<file path="src/rtl/fifo_wr_arbiter_ctrl.sv">
// Write-side controller of the async FIFO.
// Picks one of NREQ requesters per cycle in round-robin order, drives the
// memory write port, owns the binary/Gray write pointer and raises full.
//
// Handshake: req[i] is held until granted. gnt[i] is combinational and one-hot.
// gnt[i]=1 means the slice wdata[i] is written on this clk edge, so the
// requester may drop req[i] or change its data on the next cycle.
// No grant is issued while full=1.
module fifo_wr_arbiter_ctrl #(
   parameter int ADDR_W = 4,
   parameter int DATA_W = 8,
   parameter int NREQ   = 4
) (
   input  logic                     clk,
   input  logic                     rst,
   input  logic [NREQ-1:0]          req,
   input  logic [NREQ*DATA_W-1:0]   wdata,
   output logic [NREQ-1:0]          gnt,
   output logic                     wr_en,
   output logic [ADDR_W-1:0]        wr_addr,
   output logic [DATA_W-1:0]        wr_data,
   output logic [ADDR_W:0]          wptr_gray,
   input  logic [ADDR_W:0]          rptr_sync,
   output logic                     full
);

   localparam int PTR_W = ADDR_W + 1;
   localparam int IDX_W = (NREQ > 1) ? $clog2(NREQ) : 1;

   logic [PTR_W-1:0] wbin;
   logic [PTR_W-1:0] wbin_next;
   logic [PTR_W-1:0] wgray_next;
   logic [PTR_W-1:0] rptr_full_pat;
   logic             full_next;
   logic [IDX_W-1:0] last_gnt;
   logic [IDX_W-1:0] gnt_idx;
   logic             req_hit;

   // Round-robin search: first requester after last_gnt, wrapping modulo NREQ.
   always_comb begin
      req_hit = 1'b0;
      gnt_idx = '0;
      for (int k = 1; k <= NREQ; k++) begin
         if (!req_hit && req[IDX_W'((int'(last_gnt) + k) % NREQ)]) begin
            req_hit = 1'b1;
            gnt_idx = IDX_W'((int'(last_gnt) + k) % NREQ);
         end
      end
   end

   // Grant decode and write-port mux; a full FIFO blocks every grant.
   always_comb begin
      gnt     = '0;
      wr_data = '0;
      if (req_hit && !full) begin
         gnt[gnt_idx] = 1'b1;
      end
      for (int i = 0; i < NREQ; i++) begin
         if (gnt[i]) begin
            wr_data = wdata[i*DATA_W +: DATA_W];
         end
      end
   end

   assign wr_en   = |gnt;
   assign wr_addr = wbin[ADDR_W-1:0];

   // Pointer after this cycle's write and the full comparison against the
   // synchronised read pointer (top two Gray bits inverted = one lap ahead).
   always_comb begin
      wbin_next     = wbin + {{(PTR_W-1){1'b0}}, wr_en};
      wgray_next    = wbin_next ^ (wbin_next >> 1);
      rptr_full_pat = {~rptr_sync[ADDR_W:ADDR_W-1], rptr_sync[ADDR_W-2:0]};
      full_next     = (wgray_next == rptr_full_pat);
   end

   // State register: pointers, full flag and arbitration history.
   always_ff @(posedge clk) begin
      if (rst) begin
         wbin      <= '0;
         wptr_gray <= '0;
         full      <= 1'b0;
         last_gnt  <= IDX_W'(NREQ - 1);
      end else begin
         wbin      <= wbin_next;
         wptr_gray <= wgray_next;
         full      <= full_next;
         if (wr_en) begin
            last_gnt <= gnt_idx;
         end
      end
   end

endmodule

</file>
<file path="config.mk">
export PLATFORM = sky130hd
export DESIGN_NAME = fifo_wr_arbiter_ctrl
export DESIGN_NICKNAME = d
export VERILOG_FILES = /design/src/rtl/fifo_wr_arbiter_ctrl.sv
export SDC_FILE = /design/constraint.sdc
export NUM_CORES = 1
export LEC_CHECK = 0
export BUFFER_PORTS_ARGS = -buffer_cell sky130_fd_sc_hd__buf_2
export CAP_MARGIN = 20
export CELL_PAD_IN_SITES_DETAIL_PLACEMENT = 1
export CELL_PAD_IN_SITES_GLOBAL_PLACEMENT = 1
export CORE_UTILIZATION = 33
export CTS_BUF_LIST = sky130_fd_sc_hd__clkbuf_4 sky130_fd_sc_hd__clkbuf_8
export CTS_CLUSTER_SIZE = 24
export DETAILED_ROUTE_END_ITERATION = 12
export GPL_TIMING_DRIVEN = 0
export PLACE_DENSITY = 0.9
export REMOVE_ABC_BUFFERS = 1
export SYNTH_ARGS = -nofsm -noshare
export SYNTH_HDL_FRONTEND = slang
export SYNTH_SLANG_ARGS = --single-unit
export TNS_END_PERCENT = 10
</file>
<file path="constraint.sdc">
create_clock -name clk -period 2.9 [get_ports clk]
set_input_delay 0.145 -clock clk [delete_from_list [all_inputs] [get_ports clk]]
set_output_delay 0.145 -clock clk [all_outputs]
set_load 0.005 [all_outputs]
</file>
==> results of run 1 <==
-- routing by layer --
metal  GRT usage, %  vias to the layer above  part of all wire, %
met5              0                        -                    0
met4           5.10                        0                  1.1
met3           2.20                        5                  7.0
met2           37.3                       50                   54
met1           20.0                      497                   38
li1               -                      530                    -
-- logic make-up (layout without fill, tap and decap cells) --
| kind of cell | count (synthesis) | after routing | synth area share, % |
|---|---|---|---|
| AOI/OAI and AO/OA | 27 | 27 | 27.9 |
| xor gates and xnor gates | 12 | 12 | 10.0 |
| adders and majority gates | 2 | 2 | 2.39 |
| buffers and inverters | 8 | 72 | 6.22 |
| DFF | 12 | 12 | 23.0 |
| muxes | 8 | 8 | 7.66 |
| and+or+nand+nor | 43 | 43 | 22.8 |
-- per-stage QoR --
stage                     cell area, um^2  power [W]  util (%)
after floorplan                       988   0.000390         -
after global placement               1370   0.000486      45.2
after detailed placement             1410   0.000520      46.4
after CTS                            1430   0.000622      47.2
after global routing                 1430   0.000656      47.2
final                                1430   0.000615      47.2
-- layout make-up --
| type | instances | share of cell area [%] |
|---|---|---|
| clock buffer | 3 | 1.58 |
| inverter | 2 | 0.525 |
| multi-input combinational | 92 | 52.4 |
| sequential | 12 | 16.8 |
| tap | 44 | 3.85 |
| timing repair buffer | 67 | 24.9 |
-- power groups by stage --
stage	logic, W	clock network, W	registers, W
6_report	0.000315	0.000103	0.000196
5_1_grt	0.000346	0.000112	0.000199
4_1_cts	0.000321	0.000105	0.000197
3_5_place_dp	0.000319	0	0.000200
3_3_place_gp	0.000287	0	0.000199
2_1_floorplan	0.000191	0	0.000199
-- critical path, cell delays in order, from the launching register on --
cell     delay [ps]
dfxtp_1         340
a21o_2          320
inv_1           140
ha_1            250
ha_1            290
xor2_1          310
xor2_1          210
and3_1          180
o21ai_1          80
nor4_1          220
-- path summary, 6_finish.rpt --
kind                                   start     endpoint  cells past startpoint
worst max-delay path                    full         full                      9
worst min-delay path            rptr_sync[2]         full                      3
worst max register to register          full         full                      9
worst min register to register   last_gnt[0]  last_gnt[0]                      1
-- sequential cells by signal (all words and copies together), names as in the netlist --
name,flops
wptr_gray,5
full,1
last_gnt,2
wbin,4
-- cells in the final DEF (no fill, tap or decap) --
master,n
nand3_1,1
nor2b_1,11
nand4_1,1
nor3b_2,1
xor2_1,5
o21a_1,1
o2111ai_1,1
buf_8,2
buf_2,65
clkbuf_4,3
a211oi_2,16
dfxtp_1,12
a211oi_4,2
a21oi_1,3
nor2_1,10
o21ai_1,2
nor4_1,1
ha_1,2
xnor2_1,7
mux2i_1,8
nand2b_1,6
a21o_2,1
nor3_1,3
nand4b_1,1
inv_1,2
nor3b_1,1
and3_1,2
nand2_1,4
and2_1,1
a211o_1,1
==> results.sh, run 1 <==
export IMPL_end_kind="register"
export IMPL_dp_slack_ps=233
export IMPL_p_comb_share_pct=51.3
export IMPL_instances_no_fill=220
export IMPL_multi_input_area_um2=748
export IMPL_peakVddDrop_uv=238
export IMPL_cts_sinks=12
export IMPL_row_count=20
export IMPL_hold_path_class="primary input to register"
export IMPL_fin_nets=223
export IMPL_cp_arrival_ps=2610
export IMPL_synth_top_area_share_pct=23.0
export IMPL_dieArea_um2=3400
export IMPL_syn2layout_area_growth_pct=36.6
export IMPL_grt_max_degree=22
export IMPL_async_flop_share_pct=0
export IMPL_post_route_period_util_pct=83.7
export IMPL_drv_cap=0
export IMPL_syn_inst=112
export IMPL_synth_commonest_cells="a211oi_2, dfxtp_1, nor2b_1, nor2_1, mux2i_1"
export IMPL_drt_iter0_drc=33
export IMPL_grt_pass1_wl_mm=4.92
export IMPL_io_pins=66
export IMPL_grt_usage_pct=18.5
export IMPL_drc=0
export IMPL_synth_seq_cells=12
export IMPL_drtPass1Iterations=4
export IMPL_tns_ps=0
export IMPL_finalWorstSetupSlack_ps=472
export IMPL_synth_most_common_cell="a211oi_2"
export IMPL_clock_skew_ps=3.74
export IMPL_drive_above_1_share_pct=51.1
export IMPL_synth_warning_count=0
export IMPL_synth_top_area_cell="dfxtp_1"
export IMPL_dp_hpwl_mm=2.46
export IMPL_placed_cells=217
export IMPL_cts_tree="done"
export IMPL_yosysSeqAreaShare_pct=23.0
export IMPL_hold_slack_ps=163
export IMPL_cts_resized=0
export IMPL_pwr_share_clk_pct=16.8
export IMPL_diodes=0
export IMPL_initial_utilization_pct=34.5
export IMPL_fp_coreArea_um2=3030
export IMPL_tightest_slew_ps=519
export IMPL_synthTopCellsByArea="dfxtp_1, a211oi_2, mux2i_1"
export IMPL_worst_setup_path_type="register to register"
export IMPL_p_per_area_nw_per_um2=430
export IMPL_critical_path_peak_fanout=14
export IMPL_fmax_mhz=412
export IMPL_cts_buffers=3
export IMPL_rsz0062_at_grt="no"
export IMPL_synth_area_per_cell_um2=9.34
export IMPL_antenna_left=0
export IMPL_min_period_ps=2430
export IMPL_fill_cells=387
export IMPL_num_vias=1082
export IMPL_status="finished clean"
export IMPL_holdBufCountCts=0
export IMPL_yosysUniqueCellTypes=32
export IMPL_clk_pin_slew_ps=70
export IMPL_r2r_setup_slack_ps=470
export IMPL_grt_pass1_vias=1120
export IMPL_finalSetupViolations=0
export IMPL_htree_levels=1
export IMPL_worstPathRequired_ps=3080
export IMPL_finalHoldViolCount=0
export IMPL_die_w_um=58.3
export IMPL_slew_headroom_pct=65.3
export IMPL_ys_dominant_reg_cell="dfxtp_1"
export IMPL_grt_ovfl_total=0
export IMPL_p_int_w=0.000390
export IMPL_maxSlewViolCount=0
export IMPL_post_cts_buffers=0
export IMPL_via_per_inst=4.92
export IMPL_drt_total_wl_mm=3.00
export IMPL_clock_path_buffers=2
export IMPL_p_switching_w=0.000225
export IMPL_antenna_found_initial=0
export IMPL_start_kind="register"
export IMPL_worstSkewPairLatency_ps=270
export IMPL_wire_per_inst_um=13.6
export IMPL_port_buffers=65
export IMPL_gp_congestion=0.739
export IMPL_seqCellArea_um2=240
export IMPL_root_buffer="clkbuf_4"
export IMPL_synth_edf_count=0
export IMPL_die_y_um=58.3
export IMPL_sw_frac_of_total_pct=36.6
export IMPL_syn_area_um2=1050
export IMPL_pwr_share_seq_pct=31.9
export IMPL_p_leak_nw=0.649
Note: power is estimated with default switching activity, not from simulation.
==> inputs of run 2 (changes only) <==
- CORE_UTILIZATION: 33 -> 31
- PLACE_DENSITY: 0.9 -> 0.86
- clock period: 2.9 -> 2.3 ns (I/O delays scaled with it)
==> results.sh, run 2 (same netlist as run 1, synthesis figures left out) <==
export IMPL_worstPathRequired_ps=2490
export IMPL_worst_setup_path_type="register to register"
export IMPL_cts_tree="done"
export IMPL_grt_ovfl_total=0
export IMPL_port_buffers=65
export IMPL_via_per_inst=4.92
export IMPL_layout_commonest_cell="buf_2"
export IMPL_drt_iter0_drc=26
export IMPL_slew_headroom_pct=76.3
export IMPL_holdBufCountCts=0
export IMPL_end_kind="register"
export IMPL_finalSetupViolations=0
export IMPL_io_pins=66
export IMPL_utilization_pct=48.3
export IMPL_largest_reg_flops=5
export IMPL_die_y_um=60.1
export IMPL_row_count=20
export IMPL_grt_pass1_wl_mm=4.82
export IMPL_clock_skew_ps=2.82
export IMPL_rsz0062_at_grt="no"
export IMPL_htree_levels=1
export IMPL_p_per_area_nw_per_um2=563
export IMPL_grt_pass1_vias=1139
export IMPL_worstSkewPairLatency_ps=280
export IMPL_syn2layout_area_growth_pct=44.4
export IMPL_finalHoldViolCount=0
export IMPL_critical_path_peak_fanout=14
export IMPL_reg_largest_list="wptr_gray x5, wbin x4, last_gnt x2"
export IMPL_wire_per_inst_um=13.8
export IMPL_cp_arrival_ps=2330
export IMPL_die_w_um=60.1
export IMPL_min_period_ps=2140
export IMPL_most_common_layout_cells="buf_2, a211oi_2, dfxtp_1"
export IMPL_fp_coreArea_um2=3130
export IMPL_drv_cap=0
export IMPL_hold_path_class="primary input to register"
export IMPL_drtPass1Iterations=3
export IMPL_dp_hpwl_mm=2.50
export IMPL_initial_utilization_pct=33.4
export IMPL_root_buffer="clkbuf_4"
export IMPL_cts_buffers=3
export IMPL_drc=0
export IMPL_r2r_setup_slack_ps=160
export IMPL_tightest_slew_ps=352
export IMPL_grt_usage_pct=18.4
export IMPL_instances_no_fill=224
export IMPL_fin_area_um2=1510
export IMPL_clock_path_buffers=2
export IMPL_post_route_period_util_pct=92.9
export IMPL_maxSlewViolCount=0
export IMPL_status="finished clean"
export IMPL_antenna_left=0
export IMPL_cts_sinks=12
export IMPL_fin_nets=226
export IMPL_clk_pin_slew_ps=70
export IMPL_hold_slack_ps=151
export IMPL_grt_max_degree=21
export IMPL_peakVddDrop_uv=356
export IMPL_start_kind="register"
export IMPL_fmax_mhz=468
export IMPL_diodes=0
export IMPL_placed_area_um2=1410
export IMPL_regMostFlops="wptr_gray"
export IMPL_placed_cells=217
export IMPL_antenna_found_initial=0
export IMPL_dieArea_um2=3610
export IMPL_drt_total_wl_mm=3.08
export IMPL_num_vias=1102
export IMPL_gp_congestion=0.690
export IMPL_p_leak_nw=0.671
export IMPL_drive_above_1_share_pct=54.4
-- run 2: changes by cell type in the layout (fill, tap and decap cells not counted), sizes merged --
cell    before  now
buf         67   70
clkbuf       3    4
-- run 2: timing repair --
item | in CTS | in global routing
pin swaps | 1 | 2
endpoints found under the setup margin | 2 | 8
gates resized for setup | 4 | 3
buffers inserted | 0 | 3
-- run 2: metrics by stage --
stage               setup TNS [ps]  power (W)  setup WS (ps)
floorplan                        0   0.000492           51.7
global route                     0   0.000907           28.5
CTS                              0   0.000841           16.7
finish                           0   0.000850            164
global placement             -2790   0.000615           -253
detailed placement            -316   0.000654           -316
-- run 2: final cells by class --
type	count	area [um^2]
clock buffer	4	36.3
fill	404	1620
inverter	2	7.51
multi-input combinational	92	793
sequential	12	240
tap	44	55.1
timing repair buffer	70	378
-- run 2: path summary, 6_finish.rpt --
check               start          end  depth (start not counted)
min reg2reg   last_gnt[0]  last_gnt[0]                          1
max reg2reg          full         full                          9
min          rptr_sync[2]         full                          3
max                  full         full                          9
-- run 2: power by group --
| group | internal (W) | total, W | switching [W] |
|---|---|---|---|
| sequential | 0.000230 | 0.000251 | 0.0000211 |
| clock | 0.0000965 | 0.000170 | 0.0000739 |
| combinational | 0.000224 | 0.000428 | 0.000204 |
-- run 2: routing by layer --
metal	vias up	routed length (um)	track usage (%)
met5	-	0	0
met4	0	64	9.97
met3	5	278	2.60
met2	51	1630	38.4
met1	511	1110	16.3
li1	535	-	-
-- run 2: critical path, stage by stage (launching register included) --
cell and delay (ps):
dfxtp_1 330, a21o_4 260, inv_1 160, ha_4 190, ha_4 180, xor2_2 210
xor2_1 230, and3_1 190, o21ai_1 80, nor4_2 220
==> inputs of run 3 (changes only) <==
- ABC_AREA: default -> 1
- PLACE_DENSITY: 0.86 -> 0.84
==> results.sh, run 3 <==
export IMPL_status="finished with violations"
export IMPL_violations="negative setup slack"
export IMPL_via_per_inst=5.32
export IMPL_slew_headroom_pct=74.0
export IMPL_worstPathRequired_ps=2500
export IMPL_syn_area_um2=1240
export IMPL_port_buffers=65
export IMPL_gp_congestion=0.690
export IMPL_post_route_period_util_pct=106
export IMPL_critical_path_peak_fanout=5
export IMPL_grt_pass1_wl_mm=7.54
export IMPL_holdBufCountCts=0
export IMPL_p_per_area_nw_per_um2=2010
export IMPL_seqCellArea_um2=248
export IMPL_cts_sinks=12
export IMPL_antenna_left=0
export IMPL_p_leak_nw=0.987
export IMPL_clk_pin_slew_ps=70
export IMPL_critPathSlowestCell="dfxtp_4"
export IMPL_cpMostUsedCell="nand2_1"
export IMPL_wire_per_inst_um=18.3
export IMPL_path_cells="inv_2, nand2_1, nand2_2, nand2_1, and2_4, nand3b_4, nand2_8, inv_12, ha_4, nand3_2, xor2_2, xnor2_2, xor2_1, nand4_1, nor2_1"
export IMPL_yosysSeqAreaShare_pct=19.4
export IMPL_ys_dominant_reg_cell="dfxtp_1"
export IMPL_end_kind="register"
export IMPL_synth_warning_count=0
export IMPL_tns_ps=-488
export IMPL_min_period_ps=2450
export IMPL_synth_edf_count=0
export IMPL_grt_max_degree=20
export IMPL_die_y_um=65.2
export IMPL_pwr_share_clk_pct=6.4
export IMPL_synth_top_area_cell="dfxtp_1"
export IMPL_hold_path_class="primary input to register"
export IMPL_drt_iter0_drc=34
export IMPL_grt_use_met1_pct=24.2
export IMPL_grt_usage_pct=23.0
export IMPL_async_flop_share_pct=0
export IMPL_drc=0
export IMPL_dieArea_um2=4250
export IMPL_drive_above_1_share_pct=59.3
export IMPL_cp_arrival_ps=2650
export IMPL_root_buffer="clkbuf_8"
export IMPL_cts_buffers=3
export IMPL_synth_seq_cells=12
export IMPL_use_met3_pct=2.95
export IMPL_drt_total_wl_mm=5.38
export IMPL_peakVddDrop_uv=1280
export IMPL_syn2layout_area_growth_pct=58.8
export IMPL_finalWorstSetupSlack_ps=-149
export IMPL_regMostFlops="wptr_gray"
export IMPL_antenna_found_initial=0
export IMPL_most_common_layout_cells="buf_2, nand4_1, nand3_1"
export IMPL_syn_inst=166
export IMPL_synth_commonest_cells="nand4_1, nand3_1, nand2_1, nor2_1, inv_1"
export IMPL_max_stage_delay_ps=360
export IMPL_utilization_pct=52.5
export IMPL_htree_levels=1
export IMPL_initial_utilization_pct=33.1
export IMPL_synth_most_common_cell="nand4_1"
export IMPL_clock_skew_ps=7.38
export IMPL_synth_top_area_share_pct=19.4
export IMPL_rsz0062_at_grt="yes"
export IMPL_num_vias=1563
export IMPL_grt_ovfl_total=0
export IMPL_clock_path_buffers=2
export IMPL_worstSkewPairLatency_ps=260
export IMPL_finalSetupViolations=11
export IMPL_start_kind="register"
export IMPL_busiest_layer="met2"
export IMPL_fill_cells=484
export IMPL_synth_area_per_cell_um2=7.46
export IMPL_sw_frac_of_total_pct=55.3
export IMPL_row_count=22
export IMPL_dp_hpwl_mm=2.74
export IMPL_fp_coreArea_um2=3740
export IMPL_p_int_w=0.00177
export IMPL_cts_tree="done"
export IMPL_drv_cap=0
export IMPL_pwr_share_seq_pct=9.3
export IMPL_finalHoldViolCount=0
export IMPL_p_switching_w=0.00219
export IMPL_diodes=0
export IMPL_largest_reg_flops=5
export IMPL_worst_setup_path_type="register to register"
export IMPL_tightest_slew_ps=390
export IMPL_drtPass1Iterations=4
export IMPL_layout_commonest_cell="buf_2"
export IMPL_yosysUniqueCellTypes=31
export IMPL_fmax_mhz=408
export IMPL_synthTopCellsByArea="dfxtp_1, nand4_1, nand3_1"
export IMPL_reg_largest_list="wptr_gray x5, wbin x4, last_gnt x2"
export IMPL_p_comb_share_pct=84.3
export IMPL_grt_pass1_vias=1599
export IMPL_die_w_um=65.2
export IMPL_fin_nets=292
export IMPL_io_pins=66
export IMPL_gr_usage_met2_pct=44.6
export IMPL_multi_input_area_um2=1050
export IMPL_maxSlewViolCount=0
## run 3: changes by cell type after synthesis, moves of 8 or more
cell	previous run	this run
a211oi_2	17	0
nand3_1	1	25
nor2b_1	11	0
nand2_1	4	20
nand4_1	1	27
nand2_2	0	9
inv_1	2	13
mux2i_1	8	0
## run 3: worst max-delay path: cells and delay by family, from the launching register on
kind	cells	cell delay [ps]
adder cells (fa/ha/maj)	1	160
XOR/XNOR	3	720
flip-flops	1	360
AND/OR/NAND/NOR	9	980
buffers and inverters	2	180
## run 3: final timing paths
path	slack (ps)	startpoint	cells past startpoint	end
max reg2reg	-150	last_gnt[1]	15	full
max	-150	last_gnt[1]	15	full
min	150	rptr_sync[3]	3	full
min reg2reg	660	last_gnt[1]	3	last_gnt[1]
## run 3: power groups by stage
stage | logic [W] | clock network, W | registers [W]
after floorplan | 0.00180 | 0 | 0.000327
after global placement | 0.00249 | 0 | 0.000333
after detailed placement | 0.00253 | 0 | 0.000334
after CTS | 0.00291 | 0.000240 | 0.000356
after global routing | 0.00357 | 0.000264 | 0.000374
final | 0.00333 | 0.000253 | 0.000368
## run 3: stage by stage
step           area [um^2]  power [W]  cells  worst slack [ps]  hold WS (ps)
2_1_floorplan         1170    0.00212    160              -287           186
3_3_place_gp          1550    0.00283    273              -586           380
3_5_place_dp          1550    0.00286    273              -650           392
4_1_cts               1850    0.00350    289             -72.6           145
5_1_grt               1970    0.00421    294              -253           146
6_report              1970    0.00395    294              -149           146
## run 3: cells by family (layout without fill, tap and decap cells)
family | after synthesis | after routing | synth area share [%]
AOI/OAI and AO/OA | 4 | 4 | 2.52
DFF | 12 | 12 | 19.4
and+or+nand+nor | 114 | 114 | 56.7
adders and majority gates | 2 | 2 | 2.02
buffers and inverters | 24 | 104 | 12.3
xor gates and xnor gates | 10 | 10 | 7.07
## run 3: area by class of cell
type	instances	share of cell area, %
repair buffers	82	23.2
clock buffers	4	2.80
flip-flops and latches	12	12.6
inverters	18	4.83
multi-input cells	130	53.5
well taps	48	3.05
## run 3: timing repair
action                                  CTS  global route
resized for setup                        29            18
buffers inserted                         12             5
endpoints found under the setup margin   21            15
pin swaps                                14            21
## run 3: metal layers
layer  vias to the layer above  share of wire [%]
met5                         -                  0
met3                        13                5.0
met2                        59                 55
met1                       762                 37
met4                         0                2.9
li1                        729                  -
